==> src/rtl/mdio_pkg.sv <==
`default_nettype none
// ============================================================================
//  Module      : mdio_pkg
//  Description : Shared constants, header layout, state encoding and the
//                header decode helper for the Clause 22 MDIO peripheral.
//  Revision    : 1.0 - initial release
// ============================================================================
package mdio_pkg;

   // Frame field codes
   localparam logic [1:0] ST_CODE  = 2'b01;
   localparam logic [1:0] OP_WRITE = 2'b01;
   localparam logic [1:0] OP_READ  = 2'b10;

   // Field widths
   localparam int PHYAD_W    = 5;
   localparam int REGAD_W    = 5;
   localparam int DATA_W     = 16;
   localparam int FRAME_BITS = 32;
   localparam int CNT_W      = $clog2(FRAME_BITS);
   localparam int HDR_W      = 2 + PHYAD_W + REGAD_W;

   // Bit positions inside a frame, counted in MDC rising edges
   localparam logic [CNT_W-1:0] BIT_ST1      = CNT_W'(1);
   localparam logic [CNT_W-1:0] BIT_HDR0     = CNT_W'(2);
   localparam logic [CNT_W-1:0] BIT_HDR_LAST = CNT_W'(13);
   localparam logic [CNT_W-1:0] BIT_TA0      = CNT_W'(14);
   localparam logic [CNT_W-1:0] BIT_TA1      = CNT_W'(15);
   localparam logic [CNT_W-1:0] BIT_LAST     = CNT_W'(FRAME_BITS - 1);

   // Peripheral state encoding
   localparam int STATE_W = 3;
   localparam logic [STATE_W-1:0] IDLE  = 3'd0;
   localparam logic [STATE_W-1:0] ST    = 3'd1;
   localparam logic [STATE_W-1:0] HDR   = 3'd2;
   localparam logic [STATE_W-1:0] WTA   = 3'd3;
   localparam logic [STATE_W-1:0] WDATA = 3'd4;
   localparam logic [STATE_W-1:0] RTA   = 3'd5;
   localparam logic [STATE_W-1:0] RDATA = 3'd6;
   localparam logic [STATE_W-1:0] SKIP  = 3'd7;

   // Header bits in arrival order: OP first, REGAD last
   typedef struct packed {
      logic [1:0]         op;
      logic [PHYAD_W-1:0] phyad;
      logic [REGAD_W-1:0] regad;
   } mdio_hdr_t;

   typedef enum logic [1:0] {
      ACT_SKIP  = 2'd0,
      ACT_WRITE = 2'd1,
      ACT_READ  = 2'd2
   } mdio_act_t;

   // Decide what a completed header asks of this PHY
   function automatic mdio_act_t hdr_action(input mdio_hdr_t hdr,
                                            input logic [PHYAD_W-1:0] my_addr);
      mdio_act_t act;
      act = ACT_SKIP;
      if (hdr.phyad == my_addr) begin
         if (hdr.op == OP_WRITE) begin
            act = ACT_WRITE;
         end else if (hdr.op == OP_READ) begin
            act = ACT_READ;
         end
      end
      return act;
   endfunction

endpackage
`default_nettype wire

==> src/rtl/mdio_mdc_edge.sv <==
`default_nettype none
// ============================================================================
//  Module      : mdio_mdc_edge
//  Description : Registers MDC in the system clock domain and produces
//                single-cycle rise / fall pulses. MDC is generated
//                synchronously to the system clock, so no synchroniser.
//  Revision    : 1.0 - initial release
// ============================================================================
module mdio_mdc_edge (
   input  logic clk_i,
   input  logic rst_n_i,
   input  logic mdc_i,
   output logic rise_o,
   output logic fall_o
);

   logic mdc_q;

   // Previous MDC level; cleared in reset so a high MDC looks like a rise later
   always_ff @(posedge clk_i) begin
      if (!rst_n_i) begin
         mdc_q <= 1'b0;
      end else begin
         mdc_q <= mdc_i;
      end
   end

   assign rise_o = mdc_i & ~mdc_q;
   assign fall_o = ~mdc_i & mdc_q;

endmodule
`default_nettype wire

==> src/rtl/mdio_peripheral.sv <==
`default_nettype none
// ============================================================================
//  Module      : mdio_peripheral
//  Description : PHY-side Clause 22 MDIO responder. Decodes frames seen on
//                MDC / MDIO_OUT / MDIO_OE, strobes writes into a local
//                register file and returns read data on MDIO_IN.
//  Revision    : 1.0 - initial release
// ============================================================================
module mdio_peripheral
   import mdio_pkg::*;
#(
   parameter logic [PHYAD_W-1:0] PHY_ADDR = 5'b00001
) (
   input  logic               CLK,
   input  logic               RESET,
   input  logic               MDC,
   input  logic               MDIO_OUT,
   input  logic               MDIO_OE,
   input  logic [DATA_W-1:0]  RD_DATA,
   output logic               MDIO_IN,
   output logic               PHY_OE,
   output logic [REGAD_W-1:0] ADDR,
   output logic [DATA_W-1:0]  WR_DATA,
   output logic               WR_STB,
   output logic               FRAME_DONE
);

   logic               rise;
   logic               fall;

   logic [STATE_W-1:0] state_q,      state_d;
   logic [CNT_W-1:0]   bitcnt_q,     bitcnt_d;
   logic [HDR_W-2:0]   hdr_sr_q,     hdr_sr_d;
   logic [DATA_W-2:0]  rx_sr_q,      rx_sr_d;
   logic [DATA_W-1:0]  tx_sr_q,      tx_sr_d;
   logic [REGAD_W-1:0] addr_q,       addr_d;
   logic [DATA_W-1:0]  wr_data_q,    wr_data_d;
   logic               wr_stb_q,     wr_stb_d;
   logic               frame_done_q, frame_done_d;
   logic               mdio_in_q,    mdio_in_d;
   logic               phy_oe_q,     phy_oe_d;

   // Header including the bit arriving on this rise, and what it requests
   mdio_hdr_t          hdr_next;
   mdio_act_t          hdr_act;

   // Controller frame bits, valid only while it is driving
   logic               ctl_valid;

   mdio_mdc_edge u_mdc_edge (
      .clk_i   (CLK),
      .rst_n_i (RESET),
      .mdc_i   (MDC),
      .rise_o  (rise),
      .fall_o  (fall)
   );

   assign hdr_next  = {hdr_sr_q, MDIO_OUT};
   assign hdr_act   = hdr_action(hdr_next, PHY_ADDR);
   assign ctl_valid = MDIO_OE;

   // State register
   always_ff @(posedge CLK) begin
      if (!RESET) begin
         state_q <= IDLE;
      end else begin
         state_q <= state_d;
      end
   end

   // Next-state decode; controller drop-out aborts only the phases it drives
   always_comb begin
      state_d = state_q;
      unique case (state_q)
         IDLE: begin
            if (rise && ctl_valid && (MDIO_OUT == ST_CODE[1])) begin
               state_d = ST;
            end
         end
         ST: begin
            if (rise) begin
               if (!ctl_valid) begin
                  state_d = IDLE;
               end else if (MDIO_OUT == ST_CODE[0]) begin
                  state_d = HDR;
               end
            end
         end
         HDR: begin
            if (rise) begin
               if (!ctl_valid) begin
                  state_d = IDLE;
               end else if (bitcnt_q == BIT_HDR_LAST) begin
                  unique case (hdr_act)
                     ACT_WRITE: state_d = WTA;
                     ACT_READ:  state_d = RTA;
                     default:   state_d = SKIP;
                  endcase
               end
            end
         end
         WTA: begin
            if (rise) begin
               if (!ctl_valid) begin
                  state_d = IDLE;
               end else if (bitcnt_q == BIT_TA1) begin
                  state_d = WDATA;
               end
            end
         end
         WDATA: begin
            if (rise) begin
               if (!ctl_valid || (bitcnt_q == BIT_LAST)) begin
                  state_d = IDLE;
               end
            end
         end
         RTA: begin
            if (fall && (bitcnt_q == BIT_TA1)) begin
               state_d = RDATA;
            end
         end
         RDATA: begin
            // Counter wraps to zero on rise 31; the next fall ends the frame
            if (fall && (bitcnt_q == '0)) begin
               state_d = IDLE;
            end
         end
         SKIP: begin
            if (rise && (bitcnt_q == BIT_LAST)) begin
               state_d = IDLE;
            end
         end
         default: state_d = IDLE;
      endcase
   end

   // Datapath and output next values for the current state
   always_comb begin
      bitcnt_d     = bitcnt_q;
      hdr_sr_d     = hdr_sr_q;
      rx_sr_d      = rx_sr_q;
      tx_sr_d      = tx_sr_q;
      addr_d       = addr_q;
      wr_data_d    = wr_data_q;
      wr_stb_d     = 1'b0;
      frame_done_d = 1'b0;
      mdio_in_d    = mdio_in_q;
      phy_oe_d     = phy_oe_q;
      unique case (state_q)
         IDLE: begin
            if (rise && ctl_valid && (MDIO_OUT == ST_CODE[1])) begin
               bitcnt_d = BIT_ST1;
            end
         end
         ST: begin
            if (rise && ctl_valid && (MDIO_OUT == ST_CODE[0])) begin
               bitcnt_d = BIT_HDR0;
            end
         end
         HDR: begin
            if (rise) begin
               if (!ctl_valid) begin
                  bitcnt_d = '0;
               end else begin
                  hdr_sr_d = hdr_next[HDR_W-2:0];
                  bitcnt_d = bitcnt_q + CNT_W'(1);
                  if ((bitcnt_q == BIT_HDR_LAST) && (hdr_act != ACT_SKIP)) begin
                     addr_d = hdr_next.regad;
                  end
               end
            end
         end
         WTA: begin
            if (rise) begin
               bitcnt_d = ctl_valid ? (bitcnt_q + CNT_W'(1)) : '0;
            end
         end
         WDATA: begin
            if (rise) begin
               if (!ctl_valid) begin
                  bitcnt_d = '0;
               end else begin
                  rx_sr_d  = {rx_sr_q[DATA_W-3:0], MDIO_OUT};
                  bitcnt_d = bitcnt_q + CNT_W'(1);
                  if (bitcnt_q == BIT_LAST) begin
                     wr_data_d    = {rx_sr_q, MDIO_OUT};
                     wr_stb_d     = 1'b1;
                     frame_done_d = 1'b1;
                  end
               end
            end
         end
         RTA: begin
            // ADDR settled one rise earlier, so RD_DATA is valid here
            if (rise && (bitcnt_q == BIT_TA0)) begin
               tx_sr_d  = RD_DATA;
               bitcnt_d = BIT_TA1;
            end else if (fall && (bitcnt_q == BIT_TA1)) begin
               phy_oe_d  = 1'b1;
               mdio_in_d = 1'b0;
            end
         end
         RDATA: begin
            if (rise) begin
               bitcnt_d = bitcnt_q + CNT_W'(1);
            end else if (fall) begin
               if (bitcnt_q == '0) begin
                  phy_oe_d     = 1'b0;
                  mdio_in_d    = 1'b0;
                  frame_done_d = 1'b1;
               end else begin
                  mdio_in_d = tx_sr_q[DATA_W-1];
                  tx_sr_d   = {tx_sr_q[DATA_W-2:0], 1'b0};
               end
            end
         end
         SKIP: begin
            if (rise) begin
               bitcnt_d = bitcnt_q + CNT_W'(1);
            end
         end
         default: begin
            bitcnt_d = '0;
         end
      endcase
   end

   // Datapath and output registers
   always_ff @(posedge CLK) begin
      if (!RESET) begin
         bitcnt_q     <= '0;
         hdr_sr_q     <= '0;
         rx_sr_q      <= '0;
         tx_sr_q      <= '0;
         addr_q       <= '0;
         wr_data_q    <= '0;
         wr_stb_q     <= 1'b0;
         frame_done_q <= 1'b0;
         mdio_in_q    <= 1'b0;
         phy_oe_q     <= 1'b0;
      end else begin
         bitcnt_q     <= bitcnt_d;
         hdr_sr_q     <= hdr_sr_d;
         rx_sr_q      <= rx_sr_d;
         tx_sr_q      <= tx_sr_d;
         addr_q       <= addr_d;
         wr_data_q    <= wr_data_d;
         wr_stb_q     <= wr_stb_d;
         frame_done_q <= frame_done_d;
         mdio_in_q    <= mdio_in_d;
         phy_oe_q     <= phy_oe_d;
      end
   end

   // Bus drive is gated by reset so a mid-read reset releases the line at once
   assign MDIO_IN    = mdio_in_q & RESET;
   assign PHY_OE     = phy_oe_q & RESET;
   assign ADDR       = addr_q;
   assign WR_DATA    = wr_data_q;
   assign WR_STB     = wr_stb_q;
   assign FRAME_DONE = frame_done_q;

endmodule
`default_nettype wire
==> config.mk <==
export PLATFORM = sky130hd
export DESIGN_NAME = mdio_peripheral
export DESIGN_NICKNAME = d
export VERILOG_FILES = /design/src/rtl/mdio_pkg.sv /design/src/rtl/mdio_mdc_edge.sv /design/src/rtl/mdio_peripheral.sv
export SDC_FILE = /design/constraint.sdc
export NUM_CORES = 1
export LEC_CHECK = 0
export ABC_AREA = 1
export CAP_MARGIN = 40
export CORE_MARGIN = 1.5
export CORE_UTILIZATION = 55
export CTS_CLUSTER_DIAMETER = 120
export DETAILED_ROUTE_END_ITERATION = 10
export GPL_TIMING_DRIVEN = 0
export PLACE_DENSITY = 0.84
export SETUP_SLACK_MARGIN = 0.2
export SLEW_MARGIN = 20
export SYNTH_ARGS = -nofsm -noshare
export SYNTH_HDL_FRONTEND = slang
export SYNTH_SLANG_ARGS = --single-unit
export TNS_END_PERCENT = 50
==> constraint.sdc <==
create_clock -name CLK -period 2.4 [get_ports CLK]
set_input_delay 0.36 -clock CLK [delete_from_list [all_inputs] [get_ports CLK]]
set_output_delay 0.36 -clock CLK [all_outputs]
set_load 0.02 [all_outputs]
=== Yosys cells after proc, flatten, opt, wreduce, memory -nomap -nowiden ===
Index checks and enable logic that the tools add are counted.

* Register bits: 76
* Bits of input ports: 21
* Output and inout bits: 25
* Logic and storage cells: 134

* Add/sub/neg operators: 1
* Equal/unequal tests: 37
* Muxes and demuxes: 51
* Bitwise operators: 7
* Reduce and logical (&&, ||, !) cells: 26

{| class="wikitable"
|+ Operators by type and width
! operator !! number
|-
| 2-to-1 mux 16 bit || 4
|-
| 2-to-1 mux 3 bit || 15
|-
| != test 2 bit (second input constant) || 16
|-
| one-hot mux 16 bit (2 select lines) || 1
|-
| 2-to-1 mux 5 bit || 6
|-
| one-hot mux 5 bit (5 select lines) || 1
|-
| one-hot mux 3 bit (8 select lines) || 1
|-
| 2-to-1 mux 1 bit || 16
|-
| == test 5 x 4 -> 1 bit (second input constant) || 3
|-
| AND reduction 5 bit || 3
|-
| == test 3 bit (second input constant) || 4
|-
| AND reduction 12 bit || 1
|-
| != test 3 bit (second input constant) || 3
|-
| logical AND 1 bit || 8
|-
| AND reduction 4 bit || 2
|-
| == test 3 x 2 -> 1 bit (second input constant) || 2
|-
| 2-to-1 mux 2 bit || 3
|-
| one-hot mux 1 bit (2 select lines) || 3
|-
| one-hot mux 3 bit (2 select lines) || 1
|-
| AND reduction 3 bit || 2
|-
| AND reduction 6 bit || 1
|-
| adder 5 x 1 -> 5 bit (second input constant) || 1
|-
| == test 5 x 1 -> 1 bit (second input constant) || 1
|-
| == test 5 bit (second input constant) || 1
|-
| 14 further kinds || 23
|}

=== Depth between registers and ports, before layout ===
Gate-level depths: netlist (run 1).

* Word-level depth: 10
* Gate-level depth with buffers: 12
* Mapped depth without buffers: 12

=== Cells and area by module ===
From an unflattened synthesis (run 1), not the netlist that was laid out.

* Cells, all modules: 491
* Area total of the unflattened synthesis: 3455.8 µm²

{| class="wikitable"
|+ Modules (own cells, without submodules)
! module !! times used !! cells each !! area an instance (µm²) !! seq. area each (µm²)
|-
| mdio_peripheral || 1 || 484 || 3410.8 || 1501.4
|-
| mdio_mdc_edge || 1 || 7 || 45.0 || 20.0
|}

=== Least setup slack after synthesis (run 1) ===
OpenSTA, ideal clock, no wires.

* Path type: register -> register
* Start point: register bitcnt_q[0]
* End point: register state_q[1]
* Setup time: 0.113 ns
* Arrival: 1.537 ns
* Required time: 2.287 ns
* Path slack: 0.750 ns
* Cell stages (with the launch flop): 12
* Path buffers: 0
* Period minus slack after synthesis: 1.650 ns
* Cells stage by stage: dfxtp_1 -> ha_1 -> inv_1 -> nor2_1 -> ha_1 -> inv_1 -> o21ai_0 -> nand2_1 -> nor2_1 -> nand3_2 -> nor2_1 -> nor2_1

* Longest elaborated chain between the ends: 4
* Elaborated cells between the ends (all ways): 15
* Classes of those cells: eq/ne: 9; reduce/logical: 6

{| class="wikitable"
|+ RTL lines
! item !! line !! source
|-
| start: declaration || mdio_peripheral.sv:32 || <nowiki>logic [CNT_W-1:0] bitcnt_q, bitcnt_d;</nowiki>
|-
| start signal: assignment || mdio_peripheral.sv:243 || <nowiki>bitcnt_q <= bitcnt_d;</nowiki>
|-
| == test 5 bit, or another cell as far along || mdio_peripheral.sv:113, mdio_peripheral.sv:130 ||
|-
| logical AND 1 bit, or another cell as far along || mdio_peripheral.sv:130 || <nowiki>if (rise && (bitcnt_q == BIT_LAST)) begin</nowiki>
|-
| != test 2 bit (no line) || - ||
|-
| AND reduction 12 bit (no line) * || - ||
|-
| end signal: assignment || mdio_peripheral.sv:67 || <nowiki>state_q <= state_d;</nowiki>
|-
| end: declaration || mdio_peripheral.sv:31 || <nowiki>logic [STATE_W-1:0] state_q, state_d;</nowiki>
|}

Mark *: on every way between the ends. The rest lies on a longest branch, timed or not.
A chain may end at the register's enable or synchronous reset.

=== Worst setup path after layout (run 1) ===
* Start point: register bitcnt_q[0]
* End point: register state_q[2]

The elaborated chain is that of the path after synthesis.

==> impl_metrics.ini, run 1 <==
[synth]
yosys.area.top_type_share_pct = 44.0
ys_types = 32
synth-xor-area-share_pct = 0.507
netlist_area_mm2 = 0.00346
postSynthAreaPerCell_um2 = 6.97
synth-simple-area-share_pct = 33.3
ys_warn_count = 0
synth_top_family_by_area = simple AND/OR/NAND/NOR gates
synth-seq-cells = 76
synth_compound_area_share_pct = 12.3
ys_seq_area_share_pct = 44.0
syn_nets = 523
synth_area_leaders = dfxtp_1 (44%), nand2_1 (15%), nor2_1 (9.7%)
syn_inst = 496
synth_adder_area_share_pct = 2.17
muxShareOfSynthArea_pct = 0
synth_top_cell_by_area = dfxtp_1

[place]
dp_hpwl_mm = 5.37
placed_area_mm2 = 0.00399
gp_congestion = 0.915
io_buffers = 44
post-place-ws_ps = 191

[clock_network]
clk_path_buf_depth = 2
clk_pin_slew_ps = 80
ctsResizeCount = 0
cts_sinks = 76
htreeDepth = 3
clock_latency_ps = 340
postCtsSetupBuffers = 0
cts_tree = done
cts_made_buffers = 9
ctsHoldBuffers = 0
cts_root_buffer = clkbuf_8

[worst_setup_path]
startpoint_type = register
r2r_slack_ps = 380
r2r-start = bitcnt_q[0]
reg2reg_to = state_q[2]
path_max_fanout = 6
end_kind = register
reg2reg_depth = 12
crit_arrival_ps = 2300
cp.required_ps = 2680
crit_type = reg2reg

[sta]
fin_ws_ps = 381
setup-tns-final_ps = 0
finalHoldViolations = 0
finalMaxSlewViolations = 0
fmax_mhz = 495
fin_crit_sh_pct = 84.1
finalCriticalPeriod_ps = 2020
rsz0062_at_grt = true
tightestPinTransition_ps = 459
setup_viol = 0
finClkSkew_ps = 5.14
relSlewSlack_pct = 69.4

[global_route]
antenna_found_initial = 0
grt-ovfl-total = 0
grt_pass1_vias = 2995
grt_pass1_wl_mm = 13.3
grt_max_degree = 15
grt_usage_pct = 25.5

[hold_path]
min-delay-start = RESET
holdPathEnd = WR_DATA[0]
hold_path.class = in2reg
hold_path_depth = 3

[die]
fp.dieH_um = 82.3
die_width_um = 82.3
design.die.area_mm2 = 0.00677
rows = 28
io-pin-count = 46
core_mm2 = 0.00599
initial_core_util_pct = 57.7

[drt]
vias_per_cell = 5.15
wl_per_cell_um = 12.5
routed_wl_mm = 7.91
met1Wirelength_mm = 3.64
wl_met2_mm = 3.80
first_pass_iters = 5
vias = 3251
top_layer_used = met4
drc_errors = 0
ant_nets = 0
routed-wl-met3_um = 328
drt_iter0_drc = 299

[power]
finalPower_mw = 3.70
power_density_mw_per_mm2 = 868
vdd_drop_max_mv = 0.652
leakage_nw = 1.97

[layout]
drive_gt1_share_pct = 9.17
layout_commonest_cell = nand2_1
fin_nets = 578
most-common-layout-cells = nand2_1 (139), nor2_1 (89), dfxtp_1 (76), o21ai_0 (52), clkdlybuf4s50_1 (44)
synthToLayoutAreaGrowth_pct = 23.3
final_area_mm2 = 0.00426
diodes = 0
final_util_pct = 71.1

[status]
outcome = finished clean

[job]
cap_viol_max_count = 0
-- final cells by class --
| class | instances | area, um^2 |
|---|---|---|
| inverter | 43 | 165 |
| buffer | 17 | 101 |
| multi-input combinational | 360 | 1670 |
| tap | 75 | 93.8 |
| sequential | 76 | 1520 |
| timing repair buffer | 44 | 440 |
| fill | 481 | 1730 |
| clock inverter | 7 | 145 |
| clock buffer | 9 | 124 |
-- power breakdown --
part	switching, mW	total [mW]	internal [mW]
Sequential	0.118	1.49	1.37
Combinational	0.610	0.912	0.302
Clock	0.497	1.30	0.803
Total	1.23	3.70	2.47
-- state kept, by name, summed over array words and instances, names as in the netlist --
signal,flops
FRAME_DONE,1
WR_STB,1
WR_DATA,16
u_mdc_edge.mdc_q,1
phy_oe_q,1
state_q,3
rx_sr_q,15
hdr_sr_q,11
ADDR,5
bitcnt_q,5
tx_sr_q,16
mdio_in_q,1
-- synthesized netlist by cell type, drive strengths merged --
cell / n
nor3: 4
nand2: 145
o21ai: 55
ha: 6
dfxtp: 76
clkbuf: 6
buf: 11
nor2: 94
a21oi: 24
or2: 1
nand4: 4
xnor2: 1
clkinv: 1
nand3: 23
xor2: 1
inv: 42
a211oi: 1
o31ai: 1
-- worst max-delay path by stage --
stage	from	end	depth (start not counted)
floorplan	bitcnt_q[0]	state_q[1]	11
CTS	RESET	MDIO_IN	5
global placement	MDIO_OE	WR_DATA[8]	9
finish	bitcnt_q[0]	state_q[2]	12
global route	bitcnt_q[0]	state_q[2]	12
detailed placement	MDIO_OE	WR_DATA[9]	9
-- stage by stage --
step	std cells	hold slack, ps
finish	631	368
global route	631	389
CTS	631	363
detailed placement	615	447
global placement	615	439
floorplan	496	425
-- cells by family after synthesis --
kind of cell	count (synthesis)
AOI/OAI and AO/OA	81
xor gates and xnor gates	2
adders and majority gates	6
buffers and inverters	60
DFF	76
and+or+nand+nor	271
-- routing by layer --
layer,GRT usage [%],vias to the layer above
li1,-,1672
met1,32.3,1488
met2,42.7,78
met3,4.29,13
met4,10.8,0
met5,0,-
-- worst max-delay path, cell delays in order (launching register included) --
cell and delay, ps:
dfxtp_1 430, ha_1 220, inv_1 50, nor2_1 170
ha_1 190, inv_1 110, o21ai_0 180, nand2_1 70
nor2_1 180, nand3_2 140, nand2_1 90, nand2_1 40
nor2_1 90
No activity file was read; power rests on OpenSTA's default activity.
==> run 2, diff against run 1 <==
clock period = 2 ns   (was 2.4 ns; I/O delays follow)
==> run 2 against run 1 <==
  * Clock skew about the same
  * Worst setup slack worse by 170 ps
  * Combinational power rose by 28%
  * Final cell count increased by 0.48%
  * Critical path type unchanged
  * Highest routed layer unchanged
==> impl_metrics.ini, run 2 (synthesis gave the netlist of run 1 again) <==
[die]
design.die.area_mm2 = 0.00677
rows = 28
core_mm2 = 0.00599
fp.dieH_um = 82.3
initial_core_util_pct = 57.7
io-pin-count = 46
die_width_um = 82.3

[clock_network]
cts_made_buffers = 9
cts_sinks = 76
htreeDepth = 3
cts_tree = done
ctsHoldBuffers = 0
cts_root_buffer = clkbuf_8
clk_pin_slew_ps = 80
clock_latency_ps = 340
clk_path_buf_depth = 2

[layout]
instances_no_fill = 634
n_fill_cell = 476
synthToLayoutAreaGrowth_pct = 25.3
layout_commonest_cell = nand2_1
final_util_pct = 72.3
drive_gt1_share_pct = 12.0
diodes = 0
most-common-layout-cells = nand2_1 (138), nor2_1 (87), dfxtp_1 (71), o21ai_0 (50), clkdlybuf4s50_1 (43)
fin_nets = 581

[global_route]
grt_pass1_vias = 3023
antenna_found_initial = 0
grt_max_degree = 15
grt-ovfl-total = 0
grt_pass1_wl_mm = 13.4
grt_usage_pct = 25.7

[drt]
first_pass_iters = 5
wl_per_cell_um = 12.9
ant_nets = 0
vias = 3315
drc_errors = 0
vias_per_cell = 5.23
drt_iter0_drc = 297
routed_wl_mm = 8.15

[sta]
tightestPinTransition_ps = 458
fmax_mhz = 559
finalMaxSlewViolations = 0
setup-tns-final_ps = 0
setup_viol = 0
finalCriticalPeriod_ps = 1790
finClkSkew_ps = 5.31
fin_crit_sh_pct = 89.5
relSlewSlack_pct = 69.4
finalHoldViolations = 0
rsz0062_at_grt = true

[worst_setup_path]
cpPeakStageDelay_ps = 380
path_max_fanout = 5
crit_arrival_ps = 2070
cp_num_buf_inv = 1
critPathMostFrequentCell = nand2_1
critPathSlowestCell = dfxtp_4
cp_cell_sequence = ha_2 -> inv_1 -> nor2_2 -> ha_2 -> nand2_1 -> nand2_1 -> o21ai_1 -> nor2_2 -> nand3_2 -> nand2_1 -> nand2_1 -> nor2_1
startpoint_type = register
crit_type = reg2reg
end_kind = register
cp.required_ps = 2280
crit_family = simple AND/OR/NAND/NOR gates

[place]
dpl.cell_count = 615
dp_hpwl_mm = 5.37
io_buffers = 44
gp_congestion = 0.915

[job]
cap_viol_max_count = 0

[hold_path]
hold_path.class = in2reg

[power]
vdd_drop_max_mv = 0.784
power_density_mw_per_mm2 = 1050
leakage_nw = 2.00

[status]
outcome = finished clean
## run 2: cell count changes in the layout (fill, tap and decap cells not counted), sizes merged
cell | previous run | this run
buf | 11 | 14
clkdlybuf4s50 | 44 | 43
dlymetal6s2s | 0 | 1
## run 2: layout make-up
class,count,area [um^2],share of cell area [%]
well taps,75,93.8,2.17
clock buffers,9,124,2.86
flip-flops and latches,76,1530,35.4
repair buffers,47,465,10.7
inverters,43,165,3.81
multi-input cells,360,1700,39.3
plain buffers,17,104,2.40
clock inverters,7,145,3.35
## run 2: repair_timing
action,4_1_cts,5_1_grt
resized for setup,10,12
pin swaps,3,6
buffers inserted,1,2
setup endpoints to repair,15,43
## run 2: power breakdown
part	total, mW	switching (mW)	internal (mW)
clock	1.56	0.599	0.964
combinational	1.17	0.774	0.397
sequential	1.80	0.140	1.66
total	4.53	1.51	3.02
## run 2: metal layers
layer  GRT usage [%]  vias up  routed length, um
met2            43.3      106               3970
li1                -     1676                  -
met5               0        -                  0
met1            32.3     1516               3590
met3            4.40       17                432
met4            11.2        0                152
## run 2: stage by stage
stage               cell area, um^2  power, mW  worst slack, ps  hold slack [ps]
CTS                            4280       4.44              210              302
floorplan                      3460       2.62              350              393
global route                   4330       4.77              103              329
finish                         4330       4.53              210              305
global placement               3990       2.85             -128              439
detailed placement             3990       2.88             -149              447
## run 2: final timing paths
kind	cells after the start	slack, ps	end	from
worst min-delay path	3	310	WR_DATA[0]	RESET
worst max-delay path	12	210	state_q[2]	bitcnt_q[0]
worst min register to register	2	470	WR_DATA[6]	rx_sr_q[5]
worst max register to register	12	210	state_q[2]	bitcnt_q[0]
## run 2: tightest hold or removal path: stages
cell	delay, ps
buf_2	150
nand2_2	90
o21ai_0	60
==> run 3, diff against run 2 <==
CTS_CLUSTER_DIAMETER = 60   (was 120)
==> results of run 3 <==
The final DEF is identical to that of run 2; final timing and power are the same.
==> RTL edit 1, RTL diff (config.mk and constraints of run 2) <==
Set the package constant `DATA_W` to 18 (it was 16).
--- a/src/rtl/mdio_pkg.sv
+++ b/src/rtl/mdio_pkg.sv
@@ -17,3 +17,3 @@
    localparam int REGAD_W    = 5;
-   localparam int DATA_W     = 16;
+   localparam int DATA_W     = 18;
    localparam int FRAME_BITS = 32;
Ports: changed (resized RD_DATA and WR_DATA); port bits go from 46 to 50. No check against the original RTL was run, so the function may have changed too.
==> RTL edit 1 against run 2 <==
Worst hold slack improved by 170 ps; routed wire length is 6.9% higher; design area grew 5.9%; area after synthesis rose by 5.9%; power decreased by 8.3%; sequential cell count up 6; clock power decreased by 12%; synthesized cell count up 6.9%; worst setup slack got worse by 4.4 ps; largest cell class unchanged.
==> RTL edit 1: results (changes against run 2) <==
Maximum vdd ir drop = 0.000699 V (was 0.000784 V)
Cell area after layout = 4590 sq um (was 4330 sq um)
Post-Synth Adder-Cell Area = 2.05% (was 2.17%)
Slowest cell on crit path = clkdlybuf4s50_1 (was dfxtp_4)
Final clock-cell share = 5.04% (was 6.21%)
Largest net degree at the start of global routing = 16 (was 15)
Non-clk invs = 28 (was 43)
Final GP Congestion = 0.902 (was 0.915)
Sequential cells = 82 (was 76)
Number of global-route vias before repair = 3267 (was 3023)
CP max FO = 10 (was 5)
Multi-input logic area = 1840 sq um (was 1700 sq um)
Reg2reg end = state_q[0] (was state_q[2])
Final cell count without fillers = 676 (was 634)
Placed insts = 656 (was 615)
Cells after Synth = 530 (was 496)
Multi-input comb cells = 396 (was 360)
Via density = 5.34 (was 5.23)
Netlist cell types = 30 (was 32)
Signal buf overhead = 14.5% (was 13.1%)
Sequential fraction of design power = 44.9% (was 39.7%)
GRT Total Usage = 24.2% (was 25.7%)
Placed cell areas = 4250 sq um (was 3990 sq um)
First-pass GRT wire length = 14200 um (was 13400 um)
Port Buffers = 49 (was 44)
Status = completed (unchanged)
Worst Path Arrival = 2050 ps (was 2070 ps)
Leakage = 2.13 nW (was 2.00 nW)
Type of the worst min-delay path = flip-flop to flip-flop (was input port to flip-flop)
# fillers = 509 (was 476)
Min Clock Period, post-route = 1790 ps (about the same)
Final hold slack = 474 ps (was 305 ps)
Die Wd = 84.6 um (was 82.3 um)
R2R Setup Slk = 240 ps (was 210 ps)
Slew headroom = 67.7% (was 69.4%)
Syn nets = 559 (was 523)
Hold EP = WR_DATA[13] (was WR_DATA[0])
CTS clk-pin slew, worst paths = 90 ps
Pwr dens = 905 nW/um^2 (was 1050 nW/um^2)
Initial DRC Count = 238 (was 297)
Hold path start = rx_sr_q[12] (was RESET)
Bufs w/o clock = 77 (was 64)
Sequential area share after synthesis = 44.8% (was 44.0%)
Share of cells above drive strength 1 = 10.9% (was 12.0%)
Worst Hold Path Cells = 2 (was 3)
Sw Share = 31.7% (was 33.4%)
Compound-Gate Fraction of Synth Area = 11.2% (was 12.3%)
Dominant cells by area after synthesis = dfxtp_1 (45%), nand2_1 (15%), nor2_1 (11%) (was dfxtp_1 (44%), nand2_1 (15%), nor2_1 (9.7%))
CP top delay family = buffers and inverters (was simple AND/OR/NAND/NOR gates)
Dpl ws = -736 ps (was -149 ps)
CP peak stage delay = 590 ps (was 380 ps)
Post-synth top cells = nand2_1 (149), nor2_1 (103), dfxtp_1 (82) (was nand2_1 (139), nor2_1 (89), dfxtp_1 (76))
Post-Synth XOR/XNOR Area = 0.478% (was 0.507%)
Clkbuf count = 10 (was 9)
==> RTL edit 1: layer usage <==
metal / global-route usage, % / vias to the layer above / wire (um)
met2: 40.4 / 116 / 4170
met1: 30.0 / 1658 / 3890
met3: 7.47 / 19 / 496
met5: 0 / - / 0
met4: 7.77 / 0 / 153
li1: - / 1819 / -
==> RTL edit 1: worst max-delay path by stage <==
stage | startpoint | to | slack [ps]
2_1_floorplan | bitcnt_q[0] | state_q[0] | 380
3_3_place_gp | RESET | PHY_OE | -750
3_5_place_dp | RESET | PHY_OE | -740
4_1_cts | bitcnt_q[0] | state_q[0] | 200
5_1_grt | bitcnt_q[0] | state_q[0] | 120
6_report | MDIO_OE | rx_sr_q[15] | 210
==> RTL edit 1: worst register-to-register path: stages, from the launching register on <==
cell and delay [ps]:
dfxtp_4 380, ha_2 190, inv_1 70, nor2_4 140
ha_2 200, nand2_1 50, nand2_1 100, nand2_1 70
nor2_2 130, nand3_2 160, nand2_1 110, nand2_1 50
nor2_1 70
==> RTL edit 2, RTL diff (settings of run 2) <==
Made on the original files. Add an input register stage for `MDC`, `MDIO_OUT`, `MDIO_OE` and `RD_DATA`, without a reset; this delays them by one clock. Comments in the files are not updated.
--- a/src/rtl/mdio_peripheral.sv
+++ b/src/rtl/mdio_peripheral.sv
@@ -27,2 +27,14 @@
 
+   logic MDC_q;
+   logic MDIO_OUT_q;
+   logic MDIO_OE_q;
+   logic [DATA_W-1:0] RD_DATA_q;
+
+   always_ff @(posedge CLK) begin
+      MDC_q      <= MDC;
+      MDIO_OUT_q <= MDIO_OUT;
+      MDIO_OE_q  <= MDIO_OE;
+      RD_DATA_q  <= RD_DATA;
+   end
+
    logic               rise;
@@ -52,3 +64,3 @@
       .rst_n_i (RESET),
-      .mdc_i   (MDC),
+      .mdc_i   (MDC_q),
       .rise_o  (rise),
@@ -57,5 +69,5 @@
 
-   assign hdr_next  = {hdr_sr_q, MDIO_OUT};
+   assign hdr_next  = {hdr_sr_q, MDIO_OUT_q};
    assign hdr_act   = hdr_action(hdr_next, PHY_ADDR);
-   assign ctl_valid = MDIO_OE;
+   assign ctl_valid = MDIO_OE_q;
 
@@ -75,3 +87,3 @@
          IDLE: begin
-            if (rise && ctl_valid && (MDIO_OUT == ST_CODE[1])) begin
+            if (rise && ctl_valid && (MDIO_OUT_q == ST_CODE[1])) begin
                state_d = ST;
@@ -83,3 +95,3 @@
                   state_d = IDLE;
-               end else if (MDIO_OUT == ST_CODE[0]) begin
+               end else if (MDIO_OUT_q == ST_CODE[0]) begin
                   state_d = HDR;
@@ -151,3 +163,3 @@
          IDLE: begin
-            if (rise && ctl_valid && (MDIO_OUT == ST_CODE[1])) begin
+            if (rise && ctl_valid && (MDIO_OUT_q == ST_CODE[1])) begin
                bitcnt_d = BIT_ST1;
@@ -156,3 +168,3 @@
          ST: begin
-            if (rise && ctl_valid && (MDIO_OUT == ST_CODE[0])) begin
+            if (rise && ctl_valid && (MDIO_OUT_q == ST_CODE[0])) begin
                bitcnt_d = BIT_HDR0;
@@ -183,6 +195,6 @@
                end else begin
-                  rx_sr_d  = {rx_sr_q[DATA_W-3:0], MDIO_OUT};
+                  rx_sr_d  = {rx_sr_q[DATA_W-3:0], MDIO_OUT_q};
                   bitcnt_d = bitcnt_q + CNT_W'(1);
                   if (bitcnt_q == BIT_LAST) begin
-                     wr_data_d    = {rx_sr_q, MDIO_OUT};
+                     wr_data_d    = {rx_sr_q, MDIO_OUT_q};
                      wr_stb_d     = 1'b1;
@@ -196,3 +208,3 @@
             if (rise && (bitcnt_q == BIT_TA0)) begin
-               tx_sr_d  = RD_DATA;
+               tx_sr_d  = RD_DATA_q;
                bitcnt_d = BIT_TA1;
Behaviour: same outputs for any inputs over 10 cycles, from zero or initial values and one cycle with RESET low; that may be too few to reach the edited logic, so the function may still have changed.
==> RTL edit 2 against run 2 <==
Sequential cell count is 19 higher; global-route usage is 2.5 points lower; highest routed layer unchanged; die area is 11% higher; design area is 10% higher; area after synthesis is 12% higher; worst setup slack better by 17 ps; count of clock-buffer cells in the layout is 2 higher; clock skew is 6.0 ps higher; routed wire length is 1.1% higher; non-clock buffer count is 9 higher.
Power is not compared: it rests on default switching activity, and its combinational part moved more than twofold at a synthesized area within 25%.
==> RTL edit 2: results (changes against run 2) <==
Initial antenna violation count = 0 (unchanged)
CTS clk-pin slew, worst paths = 90 ps
Maximum vdd ir drop = 0.000459 V
Hpwl dp = 5830 um (was 5370 um)
GRT Total Usage = 23.3% (was 25.7%)
Worst Path Arrival = 1470 ps (was 2070 ps)
Placed cell areas = 4430 sq um (was 3990 sq um)
Post-synth top cells = nand2_1 (115), dfxtp_1 (95), nor2_1 (90) (was nand2_1 (139), nor2_1 (89), dfxtp_1 (76))
Leakage = 2.06 nW
Antenna diode count = 0 (unchanged)
Sequential fraction of design power = 52.0%
Htree depth = 3 (unchanged)
# fillers = 554 (was 476)
Final net count = 602 (was 581)
Sequential area share after synthesis = 49.2% (was 44.0%)
Dominant cells by area after synthesis = dfxtp_1 (49%), nand2_1 (11%), nor2_1 (8.7%) (was dfxtp_1 (44%), nand2_1 (15%), nor2_1 (9.7%))
DRT Pass-1 Iters = 4 (was 5)
Drt wl/cell = 12.2 um (was 12.9 um)
Via density = 5.04 (was 5.23)
Share of cells above drive strength 1 = 16.6% (was 12.0%)
Async SR Flop Fraction = 0% (unchanged)
Final cell count without fillers = 676 (was 634)
Clk Tree Root Cell = clkbuf_8 (unchanged)
First-pass GRT wire length = 13900 um (was 13400 um)
Final setup skew = 11.3 ps (was 5.31 ps)
Synth Warn # = 0 (unchanged)
Port Buffers = 45 (was 44)
Status = completed (unchanged)
CP max FO = 10 (was 5)
Num CTS Buffers = 9 (unchanged)
Placed insts = 651 (was 615)
Worst-Skew Late Latency = 360 ps (was 340 ps)
Dominant synthesized flop cell = dfxtp_1 (unchanged)
Clock buffer depth = 2 (unchanged)
Largest net degree at the start of global routing = 17 (was 15)
Slew headroom = 60.7% (was 69.4%)
Int Power = 0.00277 W
Initial DRC Count = 177 (was 297)
Number of global-route vias before repair = 3155 (was 3023)
Syn nets = 537 (was 523)
Type of the worst min-delay path = input port to flip-flop (unchanged)
Cells after Synth = 510 (was 496)
Final GP Congestion = 0.973 (was 0.915)
Cell area after layout = 4780 sq um (was 4330 sq um)
Netlist cell types = 33 (was 32)
-- RTL edit 2: changes by cell type after synthesis, moves of 2 or more --
| cell | change |
|---|---|
| o21ai_1 | +7 |
| nor3_4 | -2 |
| nand2_2 | +2 |
| clkbuf_1 | +3 |
| dfxtp_1 | +19 |
| buf_6 | -3 |
| o21ai_0 | -3 |
| nand2_4 | +2 |
| inv_1 | -7 |
| nor2_2 | +11 |
| a21oi_1 | -2 |
| nand3_1 | +3 |
| nor2_4 | +3 |
| nand2_1 | -24 |
-- RTL edit 2: path summary, 6_finish.rpt --
kind              slack (ps)     endpoint  depth (start not counted)        start
setup reg to reg         280  tx_sr_q[13]                         11  bitcnt_q[0]
hold reg to reg          460  tx_sr_q[14]                          2  tx_sr_q[14]
setup / recovery         230       PHY_OE                          5        RESET
hold / removal           370        MDC_q                          1          MDC
-- RTL edit 2: timing repair --
| item | CTS | global route |
|---|---|---|
| pin swaps | 2 | 9 |
| hold buffers | 0 | 0 |
| setup endpoints to repair | 16 | 36 |
| gates resized for setup | 11 | 23 |
| buffers inserted | 0 | 9 |
-- RTL edit 2: cell families (layout without fill, tap and decap cells) --
logic type	count (synthesis)	count (layout)	synth area share, %
AOI/OAI and AO/OA	85	85	11.4
xor gates and xnor gates	2	2	0.454
adders and majority gates	6	6	1.94
buffers and inverters	56	126	6.51
DFF	95	95	49.2
and+or+nand+nor	266	266	30.4
-- RTL edit 2: area by class of cell --
type	instances	share of cell area (%)
flip-flops and latches	95	40.0
multi-input cells	359	37.0
repair buffers	54	10.7
inverters	37	3.04
clock buffers	11	2.96
well taps	96	2.51
plain buffers	19	2.38
clock inverters	5	1.34
-- RTL edit 2: metrics by stage --
stage	power, W	worst slack, ps
5_1_grt	0.00396	153
6_report	0.00382	227
3_5_place_dp	0.00249	-273
3_3_place_gp	0.00247	-265
4_1_cts	0.00377	194
2_1_floorplan	0.00236	315
-- RTL edit 2: per-layer routing --
layer	share of wire [%]	track usage [%]
met5	0	0
met4	1.9	10.4
met3	3.9	3.62
met2	48	38.3
met1	46	30.1
-- RTL edit 2: power by group through the flow --
stage / registers (W) / clock network [W] / logic [W]
6_report: 0.00199 / 0.00131 / 0.000521
5_1_grt: 0.00199 / 0.00139 / 0.000580
4_1_cts: 0.00199 / 0.00132 / 0.000465
3_5_place_dp: 0.00203 / 0 / 0.000457
3_3_place_gp: 0.00203 / 0 / 0.000447
2_1_floorplan: 0.00202 / 0 / 0.000342
-- RTL edit 2: critical path, cell delays in order --
cell and delay [ps]:
clkdlybuf4s50_1 510, clkbuf_4 200, nand2_1 60, inv_1 80, clkdlybuf4s15_1 310
